**src/rtl/uart_rx_fifo_if.sv**
```systemverilog
// Host-side bundle for the UART receiver: serial line, pop/clear/irq-enable
// controls and the FIFO status/data outputs.
interface uart_rx_fifo_if #(
  parameter int FIFO_DEPTH_LOG2 = 4
);
  logic                     i_UART_TX;
  logic                     i_pop;
  logic                     i_clear_errors;
  logic                     i_irq_enable;
  logic [7:0]               o_rxdata;
  logic                     o_data_ready;
  logic [FIFO_DEPTH_LOG2:0] o_level;
  logic                     o_overrun;
  logic                     o_frame_error;
  logic                     o_irq;

  modport master (
    output i_UART_TX, i_pop, i_clear_errors, i_irq_enable,
    input  o_rxdata, o_data_ready, o_level, o_overrun, o_frame_error, o_irq
  );

  modport slave (
    input  i_UART_TX, i_pop, i_clear_errors, i_irq_enable,
    output o_rxdata, o_data_ready, o_level, o_overrun, o_frame_error, o_irq
  );
endinterface

```
**src/rtl/uart_rx_fifo.sv**
```systemverilog
// 8N1 UART receiver feeding a first-word-fall-through receive buffer.
// Macro UART_RX_FIFO_EN selects a 2**FIFO_DEPTH_LOG2 FIFO; otherwise a single holding register.
//
// state | meaning
// IDLE  | line idle, waiting for a low level on the synchronized line
// START | counting to start-bit centre, rejecting glitches
// DATA  | sampling 8 data bits at bit centres, LSB first
// STOP  | sampling stop bit; high pushes the byte, low flags a frame error
module uart_rx_fifo #(
  parameter int CLKS_PER_BIT    = 69,
  parameter int FIFO_DEPTH_LOG2 = 4
) (
  input logic           clk,
  input logic           reset,
  uart_rx_fifo_if.slave bus
);

  localparam int LW = FIFO_DEPTH_LOG2 + 1;
  localparam logic [11:0] HALF_LOAD = 12'(CLKS_PER_BIT / 2 - 1);
  localparam logic [11:0] BIT_LOAD  = 12'(CLKS_PER_BIT - 1);

  typedef enum logic [1:0] {IDLE, START, DATA, STOP} state_t;

  state_t      state_q, state_d;
  logic [1:0]  sync_q;
  logic        rx;
  logic [11:0] baud_q, baud_d;
  logic [2:0]  bit_q, bit_d;
  logic [7:0]  shift_q, shift_d;
  logic        push_q, push_d;
  logic        baud_tc;
  logic        frame_evt;

  assign rx      = sync_q[1];
  assign baud_tc = (baud_q == 12'd0);

  always_ff @(posedge clk) begin
    if (reset) begin
      state_q <= IDLE;
      sync_q  <= 2'b11;
      baud_q  <= 12'd0;
      bit_q   <= 3'd0;
      shift_q <= 8'h00;
      push_q  <= 1'b0;
    end else begin
      state_q <= state_d;
      sync_q  <= {sync_q[0], bus.i_UART_TX};
      baud_q  <= baud_d;
      bit_q   <= bit_d;
      shift_q <= shift_d;
      push_q  <= push_d;
    end
  end

  always_comb begin
    state_d   = state_q;
    baud_d    = baud_q;
    bit_d     = bit_q;
    shift_d   = shift_q;
    push_d    = 1'b0;
    frame_evt = 1'b0;
    case (state_q)
      IDLE: begin
        if (!rx) begin
          state_d = START;
          bit_d   = 3'd0;
          baud_d  = HALF_LOAD;
        end
      end
      START: begin
        if (!baud_tc) begin
          baud_d = baud_q - 12'd1;
        end else if (rx) begin
          state_d = IDLE;
        end else begin
          state_d = DATA;
          baud_d  = BIT_LOAD;
        end
      end
      DATA: begin
        if (!baud_tc) begin
          baud_d = baud_q - 12'd1;
        end else begin
          shift_d = {rx, shift_q[7:1]};
          baud_d  = BIT_LOAD;
          if (bit_q == 3'd7) state_d = STOP;
          else               bit_d   = bit_q + 3'd1;
        end
      end
      STOP: begin
        // Leaving at the stop-bit centre lets a back-to-back start bit be caught.
        if (!baud_tc) begin
          baud_d = baud_q - 12'd1;
        end else begin
          state_d = IDLE;
          if (rx) push_d    = 1'b1;
          else    frame_evt = 1'b1;
        end
      end
      default: state_d = IDLE;
    endcase
  end

  logic          do_pop, do_push, overrun_evt;
  logic [LW-1:0] level;
  logic [7:0]    head;

`ifdef UART_RX_FIFO_EN
  localparam int PW    = FIFO_DEPTH_LOG2;
  localparam int DEPTH = 1 << FIFO_DEPTH_LOG2;

  logic [7:0]    mem [DEPTH];
  logic [PW-1:0] wr_q, rd_q;
  logic [LW-1:0] level_q;
  logic          full;

  assign full    = (level_q == LW'(DEPTH));
  assign do_pop  = bus.i_pop && (level_q != '0);
  // A coincident pop frees the slot, so a push into a full FIFO still lands.
  assign do_push = push_q && (!full || do_pop);
  assign level   = level_q;
  assign head    = mem[rd_q];

  always_ff @(posedge clk) begin
    if (do_push) mem[wr_q] <= shift_q;
  end

  always_ff @(posedge clk) begin
    if (reset) begin
      wr_q    <= '0;
      rd_q    <= '0;
      level_q <= '0;
    end else begin
      if (do_push) wr_q <= wr_q + PW'(1);
      if (do_pop)  rd_q <= rd_q + PW'(1);
      if (do_push && !do_pop)      level_q <= level_q + LW'(1);
      else if (do_pop && !do_push) level_q <= level_q - LW'(1);
    end
  end
`else
  logic [7:0] hold_q;
  logic       full_q;

  assign do_pop  = bus.i_pop && full_q;
  assign do_push = push_q && (!full_q || do_pop);
  assign level   = {{(LW-1){1'b0}}, full_q};
  assign head    = hold_q;

  always_ff @(posedge clk) begin
    if (reset) begin
      hold_q <= 8'h00;
      full_q <= 1'b0;
    end else if (do_push) begin
      hold_q <= shift_q;
      full_q <= 1'b1;
    end else if (do_pop) begin
      full_q <= 1'b0;
    end
  end
`endif

  assign overrun_evt = push_q && !do_push;

  logic overrun_q, frame_err_q, irq_q;

  always_ff @(posedge clk) begin
    if (reset) begin
      overrun_q   <= 1'b0;
      frame_err_q <= 1'b0;
      irq_q       <= 1'b0;
    end else begin
      if (overrun_evt)             overrun_q <= 1'b1;
      else if (bus.i_clear_errors) overrun_q <= 1'b0;
      if (frame_evt)               frame_err_q <= 1'b1;
      else if (bus.i_clear_errors) frame_err_q <= 1'b0;
      irq_q <= bus.i_irq_enable && ((level != '0) || overrun_q || frame_err_q);
    end
  end

  assign bus.o_rxdata      = (level != '0) ? head : 8'h00;
  assign bus.o_data_ready  = (level != '0);
  assign bus.o_level       = level;
  assign bus.o_overrun     = overrun_q;
  assign bus.o_frame_error = frame_err_q;
  assign bus.o_irq         = irq_q;

endmodule
```
**src/flat_wrapper.sv**
```systemverilog
// flat-port wrapper written by rule: the top's interface ports become plain ports
module uart_rx_fifo_flat 
#(
  parameter int CLKS_PER_BIT    = 69,
  parameter int FIFO_DEPTH_LOG2 = 4
)
  (clk, reset, bus_i_UART_TX, bus_i_pop, bus_i_clear_errors, bus_i_irq_enable, bus_o_rxdata, bus_o_data_ready, bus_o_level, bus_o_overrun, bus_o_frame_error, bus_o_irq);
  uart_rx_fifo_if #(.FIFO_DEPTH_LOG2(FIFO_DEPTH_LOG2)) bus_i ();
  input logic clk;
  input logic reset;
  input wire logic [$bits(bus_i.i_UART_TX)-1:0] bus_i_UART_TX;
  input wire logic [$bits(bus_i.i_pop)-1:0] bus_i_pop;
  input wire logic [$bits(bus_i.i_clear_errors)-1:0] bus_i_clear_errors;
  input wire logic [$bits(bus_i.i_irq_enable)-1:0] bus_i_irq_enable;
  output wire logic [$bits(bus_i.o_rxdata)-1:0] bus_o_rxdata;
  output wire logic [$bits(bus_i.o_data_ready)-1:0] bus_o_data_ready;
  output wire logic [$bits(bus_i.o_level)-1:0] bus_o_level;
  output wire logic [$bits(bus_i.o_overrun)-1:0] bus_o_overrun;
  output wire logic [$bits(bus_i.o_frame_error)-1:0] bus_o_frame_error;
  output wire logic [$bits(bus_i.o_irq)-1:0] bus_o_irq;
  assign bus_i.i_UART_TX = bus_i_UART_TX;
  assign bus_i.i_pop = bus_i_pop;
  assign bus_i.i_clear_errors = bus_i_clear_errors;
  assign bus_i.i_irq_enable = bus_i_irq_enable;
  assign bus_o_rxdata = bus_i.o_rxdata;
  assign bus_o_data_ready = bus_i.o_data_ready;
  assign bus_o_level = bus_i.o_level;
  assign bus_o_overrun = bus_i.o_overrun;
  assign bus_o_frame_error = bus_i.o_frame_error;
  assign bus_o_irq = bus_i.o_irq;
  uart_rx_fifo #(.CLKS_PER_BIT(CLKS_PER_BIT), .FIFO_DEPTH_LOG2(FIFO_DEPTH_LOG2)) u_core (.clk(clk), .reset(reset), .bus(bus_i));
endmodule
```
**config.mk**
```make
export PLATFORM = sky130hd
export DESIGN_NAME = uart_rx_fifo_flat
export DESIGN_NICKNAME = d
export VERILOG_FILES = /design/src/rtl/uart_rx_fifo_if.sv /design/src/rtl/uart_rx_fifo.sv /design/src/flat_wrapper.sv
export SDC_FILE = /design/constraint.sdc
export NUM_CORES = 1
export LEC_CHECK = 0
export BUFFER_PORTS_ARGS = -buffer_cell sky130_fd_sc_hd__buf_2
export CORE_MARGIN = 10
export CORE_UTILIZATION = 45
export DETAILED_ROUTE_END_ITERATION = 8
export GPL_TIMING_DRIVEN = 0
export HOLD_SLACK_MARGIN = 0.1
export PLACE_DENSITY_LB_ADDON = 0.2
export SLEW_MARGIN = 40
export SYNTH_ARGS = -nofsm -noshare
export SYNTH_HDL_FRONTEND = slang
export SYNTH_SLANG_ARGS = --single-unit
export TNS_END_PERCENT = 10
```
**constraint.sdc**
```tcl
create_clock -name clk -period 2.2 [get_ports clk]
set_clock_uncertainty 0.15 [all_clocks]
set_input_delay 0.11 -clock clk [delete_from_list [all_inputs] [get_ports clk]]
set_output_delay 0.11 -clock clk [all_outputs]
set_load 0.05 [all_outputs]
```
==> key figures, run 1 <==
Detailed routing
  • # DRC: 0
  • Vias per Instance: 5.312
  • DR WL/cell: 13.32 um
  • Total wire length: 4356 um
  • Via count: 1737
  • Antenna Violating Nets Remaining: 0
  • DRT iter0 DRCs: 148
  • DR pass1 iterations: 4

Critical path
  • Reg2Reg Depth: 6
  • Max FO, Critical Path: 10
  • Critical path data required time: 2.23 ns
  • Crit path DAT: 2.33 ns
  • Worst Setup Path Type: reg -> reg
  • Critical path launch point type: flop
  • Critical Path Sink Type: flop

Die
  • Area of the core: 4354 um2
  • Site Rows: 24
  • Chip height: 86.93 um
  • Chip width: 86.93 um
  • Die footprint: 7556 um2
  • Initial Util: 46.29%
  • Top Ports: 23

Clock network
  • CTS tree: yes
  • Clock transition at path regs: 0.08 ns
  • Clk buf depth: 2
  • H-tree depth: 2
  • CTS root buf: clkbuf_8
  • # clock sinks: 40
  • Num CTS Buffers: 5
  • Clk_lat worst skew: 0.29 ns

Global route
  • Number of global-route vias before repair: 1656
  • Antenna violations before repair: 0
  • Total grt overflow: 0
  • Largest net degree at the start of global routing: 14
  • Total GRT Usage: 12.14%
  • First-pass GRT wire length: 7631 um

Timing
  • Hold Vio Cnt, Final: 0
  • Slew Viols, Final: 0
  • Crit path time final: 2.294 ns
  • Final TNS setup: -0.9224 ns
  • Final setup viols: 14
  • Unrepaired setup endpoints after global routing: true
  • Slew at the pin closest to its max-slew limit: 0.5598 ns
  • Setup ws final: -0.09447 ns
  • Period utilisation layout: 104.3%
  • Worst rel slew slack: 62.68%
  • Max Freq: 0.4358 GHz

Layout
  • Final Instance Area: 2414 um2
  • Synth-to-layout area growth: 19.74%
  • Fillers: 404
  • Core Util, Final: 55.43%
  • Diode count: 0
  • Layout cell share with drive strength beyond 1: 19.64%
  • Nets: 288

Flow run
  • Max_cap viols: 0

Place
  • HPWL Detailed: 3178 um
  • Routability cong.: 0.8144
  • Post-Place Worst Slack: -0.3582 ns
  • Port bufs: 18
  • Post-DP Area: 2193 um2

Logic synthesis
  • Avg Cell Area, Syn: 8.469 um2
  • Library cells used by synthesis: 52
  • Post-synthesis sequential area ratio: 39.73%
  • Synth async-reset ratio: 0%
  • Ys Warns: 0
  • Number of flops mapped to enable cells by yosys: 0
  • Synth Register Bits: 40
  • Main synth FF type: dfxtp_1
  • Cells after synthesis: 238
  • Post-Syn Area: 2016 um2

Pwr
  • Max VDD drop: 0.4321 mV
  • Leakage Power: 1.095 nW
  • P per Cell Area: 727.4 nW/um2

Run status
  • Status: complete, but fails checks
  • Failing checks: setup timing

Min path
  • Min-Delay Path Depth: 1
  • Type of the tightest min-delay check: reg -> reg
==> routing by layer <==
layer	track usage (%)	up-vias	share of wire [%]
met3	3.558	6	5.3
li1	-	909	-
met1	15.36	790	49
met2	18.85	32	44
met4	4.713	0	1.2
met5	0	-	0
==> path summary, 6_finish.rpt <==
path	from	to	slack (ns)
max	u_core.baud_q[8]$_SDFFE_PP0P_	flop	-0.09
min	u_core.sync_q[0]$_SDFF_PP1_	u_core.sync_q[1]$_SDFF_PP1_	0.27
max reg2reg	u_core.baud_q[8]$_SDFFE_PP0P_	flop	-0.09
min reg2reg	u_core.sync_q[0]$_SDFF_PP1_	u_core.sync_q[1]$_SDFF_PP1_	0.27
==> layout by cell type (no fill, tap or decap), types with 4 or more instances in the layout <==
cell type      instances
clkbuf_8               6
nand2_1               21
a21oi_1               20
o21ai_1                4
nor2_1                23
a211o_1                6
buf_2                 18
nor3_1                 5
dlygate4sd3_1          6
ha_1                   8
inv_1                 11
clkbuf_1               7
mux2i_1               10
buf_4                  8
nand2b_1               4
dfxtp_1               38
conb_1                 4
nand3_1               10
and2_1                11
==> cells in the mapped netlist (6+ instances only) <==
cell      instances  share of area, %
nor2_1           26               4.8
nand2_1          21               3.9
nand3_1          10               2.5
dfxtp_1          40                40
a21oi_1          20               5.0
inv_1            11               2.0
a211o_1           6               2.6
clkbuf_1          7               1.3
o21ai_0           7               1.7
and2_1           11               3.4
ha_1              8               5.0
mux2i_1          10               5.0
==> state kept, by name, indices dropped and copies added (netlist names), named ones only <==
| signal | cells |
|---|---|
| u_core.baud_q | 12 |
| u_core.head | 8 |
| u_core.shift_q | 8 |
| u_core.bit_q | 3 |
| u_core.sync_q | 2 |
| u_core.bus.o_data_ready | 1 |
| u_core.bus.o_frame_error | 1 |
| u_core.bus.o_irq | 1 |
| u_core.bus.o_overrun | 1 |
| u_core.push_q | 1 |
| u_core.state_q | 1 |
==> through the flow <==
stage	total power [W]	hold WS (ns)	std cells
3_5_place_dp	0.001187	0.1496	311
6_report	0.001756	0.2674	327
2_1_floorplan	0.001103	0.06381	241
3_3_place_gp	0.001184	0.1440	311
5_1_grt	0.001845	0.2767	327
4_1_cts	0.001737	0.2717	326
==> final cells by class <==
| class | instances | area (um2) | share of cell area (%) |
|---|---|---|---|
| Buffer | 15 | 90.09 | 3.733 |
| Clock buffer | 6 | 82.58 | 3.421 |
| Tap cell | 52 | 65.06 | 2.696 |
| Sequential cell | 40 | 803.3 | 33.28 |
| Timing Repair Buffer | 26 | 165.2 | 6.843 |
| Clock inverter | 2 | 15.01 | 0.6221 |
| Inverter | 11 | 41.29 | 1.711 |
| Multi-Input combinational cell | 175 | 1151 | 47.69 |
==> power by group <==
part	leakage (nW)	internal, W	switching (W)	total [W]
clock network	0.0434	0.000254	0.000272	0.000526
registers	0.324	0.000741	0.0000197	0.000760
logic	0.728	0.000183	0.000286	0.000469
total	1.10	0.00118	0.000578	0.00176
==> kinds of logic after synthesis <==
kind of cell / synth area share, %
simple gates: 24.83
compound gates: 19.12
flops: 39.73
buf+inv: 6.207
mux: 4.966
fa+ha+maj: 4.966
other cells: 0.1860
==> critical path, stage by stage, from the launching register on <==
cell and delay [ns]:
dfxtp_2 0.34, or4_4 0.54, or4_4 0.55, buf_8 0.17
a21oi_4 0.18, o211ai_1 0.13, mux2i_1 0.13
==> repair_timing <==
action	4_1_cts	5_1_grt
hold endpoints to repair	7	0
pin swaps	2	1
setup buffers	1	1
resized for setup	7	9
hold buffers	6	0
setup endpoints to repair	25	25
cloned	0	0
No activity file was read; power rests on OpenSTA's default activity.
==> run 2: changes to the inputs <==
--- a/config.mk
+++ b/config.mk
@@ -6,6 +6,7 @@
 export NUM_CORES = 1
 export LEC_CHECK = 0
 export BUFFER_PORTS_ARGS = -buffer_cell sky130_fd_sc_hd__buf_2
+export CORE_ASPECT_RATIO = 0.9
 export CORE_MARGIN = 10
 export CORE_UTILIZATION = 45
 export DETAILED_ROUTE_END_ITERATION = 8
==> key figures, run 2 (synthesis gave the netlist of run 1 again) <==
Layout
  • Layout cell share with drive strength beyond 1: 22.10%
  • Diode count: 0
  • Nets: 289
  • Most frequent cells in the layout: dfxtp_1, nor2_1, nand2_1
  • Fillers: 419
  • Largest register by flop count: u_core.baud_q
  • Max reg flops: 12
  • Synth-to-layout area growth: 24.39%
  • Commonest non-fill, non-tap cell in the layout: dfxtp_1
  • Final Instance Area: 2507 um2

Global route
  • Largest net degree at the start of global routing: 15
  • Total grt overflow: 0
  • First-pass GRT wire length: 7907 um
  • Antenna violations before repair: 0
  • Total GRT Usage: 12.13%
  • Number of global-route vias before repair: 1696

Timing
  • Unrepaired setup endpoints after global routing: true
  • Final setup viols: 14
  • Hold Vio Cnt, Final: 0
  • Slew at the pin closest to its max-slew limit: 0.5614 ns
  • Period utilisation layout: 105.2%
  • Crit path time final: 2.315 ns
  • Hold slack: 0.2680 ns
  • Final TNS setup: -1.281 ns
  • Setup ws final: -0.1149 ns
  • Max Freq: 0.4320 GHz
  • Worst rel slew slack: 62.57%
  • Slew Viols, Final: 0

Die
  • Initial Util: 45.78%
  • Area of the core: 4403 um2
  • Chip width: 90.55 um
  • Chip height: 83.49 um
  • Die footprint: 7560 um2
  • Top Ports: 23
  • Site Rows: 23

Run status
  • Failing checks: setup timing
  • Status: complete, but fails checks

Detailed routing
  • Via count: 1756
  • DRT iter0 DRCs: 110
  • Antenna Violating Nets Remaining: 0
  • Vias per Instance: 5.195
  • DR pass1 iterations: 4
  • DR WL/cell: 13.60 um
  • Total wire length: 4597 um
  • # DRC: 0

Place
  • Port bufs: 18
  • Routability cong.: 0.8432
  • Post-DP Area: 2206 um2
  • Post-Place Worst Slack: -0.3219 ns
  • HPWL Detailed: 3187 um

Clock network
  • Clock transition at path regs: 0.08 ns
  • CTS root buf: clkbuf_8
  • Num CTS Buffers: 5
  • H-tree depth: 2
  • Clk buf depth: 2
  • # clock sinks: 40
  • Clk_lat worst skew: 0.30 ns
  • CTS tree: yes

Min path
  • Hold Startpoint: u_core.sync_q[0]$_SDFF_PP1_
  • Type of the tightest min-delay check: reg -> reg

Critical path
  • Critical path launch point type: flop
  • Worst Setup Path Type: reg -> reg
  • Critical Path Sink Type: flop
  • Critical path data required time: 2.27 ns
  • Worst setup path start: u_core.baud_q[8]$_SDFFE_PP0P_
  • Critical register-to-register path startpoint: u_core.baud_q[8]$_SDFFE_PP0P_
  • Max FO, Critical Path: 5
  • Crit path DAT: 2.38 ns

Pwr
  • Leakage Power: 1.132 nW
  • P per Cell Area: 774.2 nW/um2
  • Max VDD drop: 0.4163 mV
  • Total power: 0.001941 W

Flow run
  • Max_cap viols: 0
[run 2: cell count changes in the layout (fill, tap and decap cells not counted), sizes merged]
cell      before  now
inv           11   12
bufinv         0    1
clkbuf        13   12
buf           28   29
clkinvlp       2    1
[run 2: area by class of cell]
| type | count | area [um2] | area share (%) |
|---|---|---|---|
| multi-input cells | 175 | 1179 | 47.01 |
| flip-flops and latches | 40 | 805.8 | 32.14 |
| repair buffers | 28 | 197.7 | 7.884 |
| plain buffers | 14 | 91.34 | 3.643 |
| well taps | 62 | 77.57 | 3.094 |
| clock buffers | 5 | 68.82 | 2.745 |
| clock inverters | 3 | 46.29 | 1.846 |
| inverters | 11 | 41.29 | 1.647 |
[run 2: final timing paths]
path / slack (ns) / cells after the start / end
worst max-delay path: -0.11 / 6 / u_core.state_q[0]$_SDFFE_PP0P_
worst min-delay path: 0.27 / 1 / u_core.sync_q[1]$_SDFF_PP1_
worst max register to register: -0.11 / 6 / u_core.state_q[0]$_SDFFE_PP0P_
worst min register to register: 0.27 / 1 / u_core.sync_q[1]$_SDFF_PP1_
[run 2: report_power, final]
part           switching (W)  internal, W  total [W]
Sequential         0.0000199     0.000741   0.000761
Clock               0.000285     0.000342   0.000627
Combinational       0.000317     0.000237   0.000554
[run 2: critical path, stage by stage (launching register included)]
cell and delay [ns]:
dfxtp_2 0.34, or4_4 0.53, or4_4 0.59, buf_12 0.17
a21oi_4 0.14, o21ai_1 0.10, a221oi_2 0.21
[run 2: metrics by stage]
| step | utilization [%] | std cells |
|---|---|---|
| 6_report | 56.95 | 338 |
| 5_1_grt | 56.95 | 338 |
| 4_1_cts | 55.13 | 336 |
| 3_5_place_dp | 50.10 | 321 |
| 3_3_place_gp | 50.10 | 321 |
| 2_1_floorplan | - | 241 |
[run 2: repair_timing]
action | CTS | global route
hold endpoints to repair | 7 | 0
resized for setup | 12 | 12
buffers inserted | 1 | 2
pin swaps | 4 | 3
gates cloned | 0 | 1
setup endpoints to repair | 25 | 22
hold buffers | 6 | 0
[run 2: layer usage]
metal	global-route usage [%]	share of wire, %	vias up
met4	3.468	0.65	0
met3	4.586	7.6	5
met1	15.93	51	797
li1	-	-	905
met5	0	0	-
met2	17.94	40	49
==> run 3: changes to the inputs <==
==> constraint.sdc (replaced) <==
create_clock -name clk -period 2.5 [get_ports clk]
set_clock_uncertainty 0.15 [all_clocks]
set_input_delay 0.125 -clock clk [delete_from_list [all_inputs] [get_ports clk]]
set_output_delay 0.125 -clock clk [all_outputs]
set_load 0.05 [all_outputs]
==> key figures, run 3 (synthesis gave the netlist of run 1 again) <==
Clock network
  • Num CTS Buffers: 5
  • CTS tree: yes
  • H-tree depth: 2
  • Clock transition at path regs: 0.08 ns
  • Clk_lat worst skew: 0.30 ns
  • # clock sinks: 40
  • CTS root buf: clkbuf_8
  • Clk buf depth: 2
  • Setup bufs post-CTS: 0

Critical path
  • Max FO, Critical Path: 10
  • Worst Setup Path Type: reg -> reg
  • Critical path launch point type: flop
  • Critical path data required time: 2.54 ns
  • Reg2Reg Depth: 6
  • Critical Path Sink Type: flop
  • Crit path DAT: 2.47 ns

Global route
  • Largest net degree at the start of global routing: 15
  • Total GRT Usage: 12.20%
  • First-pass GRT wire length: 7728 um
  • Number of global-route vias before repair: 1593
  • Total grt overflow: 0
  • Antenna violations before repair: 0

Die
  • Area of the core: 4403 um2
  • Chip height: 83.49 um
  • Top Ports: 23
  • Site Rows: 23
  • Initial Util: 45.78%
  • Die footprint: 7560 um2
  • Chip width: 90.55 um

Detailed routing
  • Antenna Violating Nets Remaining: 0
  • DRT iter0 DRCs: 185
  • DR pass1 iterations: 4
  • DR WL/cell: 13.63 um
  • # DRC: 0
  • Via count: 1743
  • Vias per Instance: 5.203
  • Total wire length: 4566 um

Timing
  • Hold slack: 0.2617 ns
  • Hold Vio Cnt, Final: 0
  • Final setup viols: 0
  • Max Freq: 0.4123 GHz
  • Slew Viols, Final: 0
  • Worst rel slew slack: 46.95%
  • Slew at the pin closest to its max-slew limit: 0.7884 ns
  • Period utilisation layout: 97.03%
  • Crit path time final: 2.426 ns

Layout
  • Diode count: 0
  • Max reg flops: 12
  • Nets: 286
  • Commonest non-fill, non-tap cell in the layout: dfxtp_1
  • Synth-to-layout area growth: 18.37%
  • Layout cell share with drive strength beyond 1: 16.85%
  • Largest register by flop count: u_core.baud_q
  • Most frequent cells in the layout: dfxtp_1, nor2_1, nand2_1
  • Fillers: 434

Run status
  • Status: complete, no violations

Min path
  • Min-Delay Path Depth: 1
  • Type of the tightest min-delay check: reg -> reg

Pwr
  • Max VDD drop: 0.3168 mV
  • Total power: 0.001600 W
  • Leakage Power: 1.082 nW
  • P per Cell Area: 670.7 nW/um2

Place
  • HPWL Detailed: 3248 um
  • Routability cong.: 0.7807
  • Port bufs: 18

Flow run
  • Max_cap viols: 0
run 3: cell count changes in the layout (fill, tap and decap cells not counted), sizes merged:
cell      change
clkinv        +2
buf           -3
inv           -1
clkinvlp      -1
run 3: power by group:
| group | switching [W] | internal [W] | total [W] |
|---|---|---|---|
| Clock | 0.000250 | 0.000301 | 0.000550 |
| Combinational | 0.000239 | 0.000141 | 0.000381 |
| Sequential | 0.0000175 | 0.000652 | 0.000669 |
| Total | 0.000506 | 0.00109 | 0.00160 |
run 3: area by class of cell:
type / count / area [um2] / area share [%]
repair buffers: 24 / 150.1 / 6.293
multi-input cells: 175 / 1116 / 46.77
well taps: 62 / 77.57 / 3.251
flip-flops and latches: 40 / 800.8 / 33.56
clock inverters: 3 / 47.55 / 1.993
inverters: 11 / 41.29 / 1.730
clock buffers: 5 / 68.82 / 2.884
plain buffers: 15 / 83.83 / 3.513
run 3: path summary, 6_finish.rpt:
kind	from	end	slack, ns
hold / removal	u_core.sync_q[0]$_SDFF_PP1_	u_core.sync_q[1]$_SDFF_PP1_	0.26
setup / recovery	u_core.baud_q[2]$_SDFFE_PP0P_	u_core.baud_q[3]$_SDFFE_PP0P_	0.07
hold reg to reg	u_core.sync_q[0]$_SDFF_PP1_	u_core.sync_q[1]$_SDFF_PP1_	0.26
setup reg to reg	u_core.baud_q[2]$_SDFFE_PP0P_	u_core.baud_q[3]$_SDFFE_PP0P_	0.07
run 3: what timing repair did:
action / in CTS / in global routing
endpoints found under the setup margin: 7 / 8
gates resized for setup: 1 / 2
hold buffers: 6 / 0
hold endpoints to repair: 7 / 0
pin swaps: 0 / 0
run 3: routing by layer:
| metal | vias to the layer above | global-route usage [%] | wire length, um |
|---|---|---|---|
| met4 | 0 | 5.202 | 45 |
| met3 | 6 | 3.867 | 264 |
| met2 | 39 | 17.29 | 1899 |
| met5 | - | 0 | 0 |
| li1 | 903 | - | - |
| met1 | 795 | 16.45 | 2356 |
run 3: metrics by stage:
step / instances / utilization (%) / instance area (um2) / setup WS (ns) / TNS, ns
final: 335 / 54.19 / 2386 / 0.07431 / 0
after global routing: 335 / 54.19 / 2386 / -0.002297 / -0.002297
after global placement: 321 / 49.84 / 2195 / -0.05608 / -0.2560
after detailed placement: 321 / 49.84 / 2195 / -0.06285 / -0.3276
after CTS: 335 / 53.91 / 2374 / 0.06200 / 0
after floorplan: 241 / - / 2027 / 0.2500 / 0
run 3: critical path, stage by stage, from the launching register on:
cell	delay, ns
dfxtp_1	0.36
or4_4	0.60
or4_4	0.55
buf_6	0.17
nand2_2	0.14
nor3_1	0.07
a211o_1	0.27
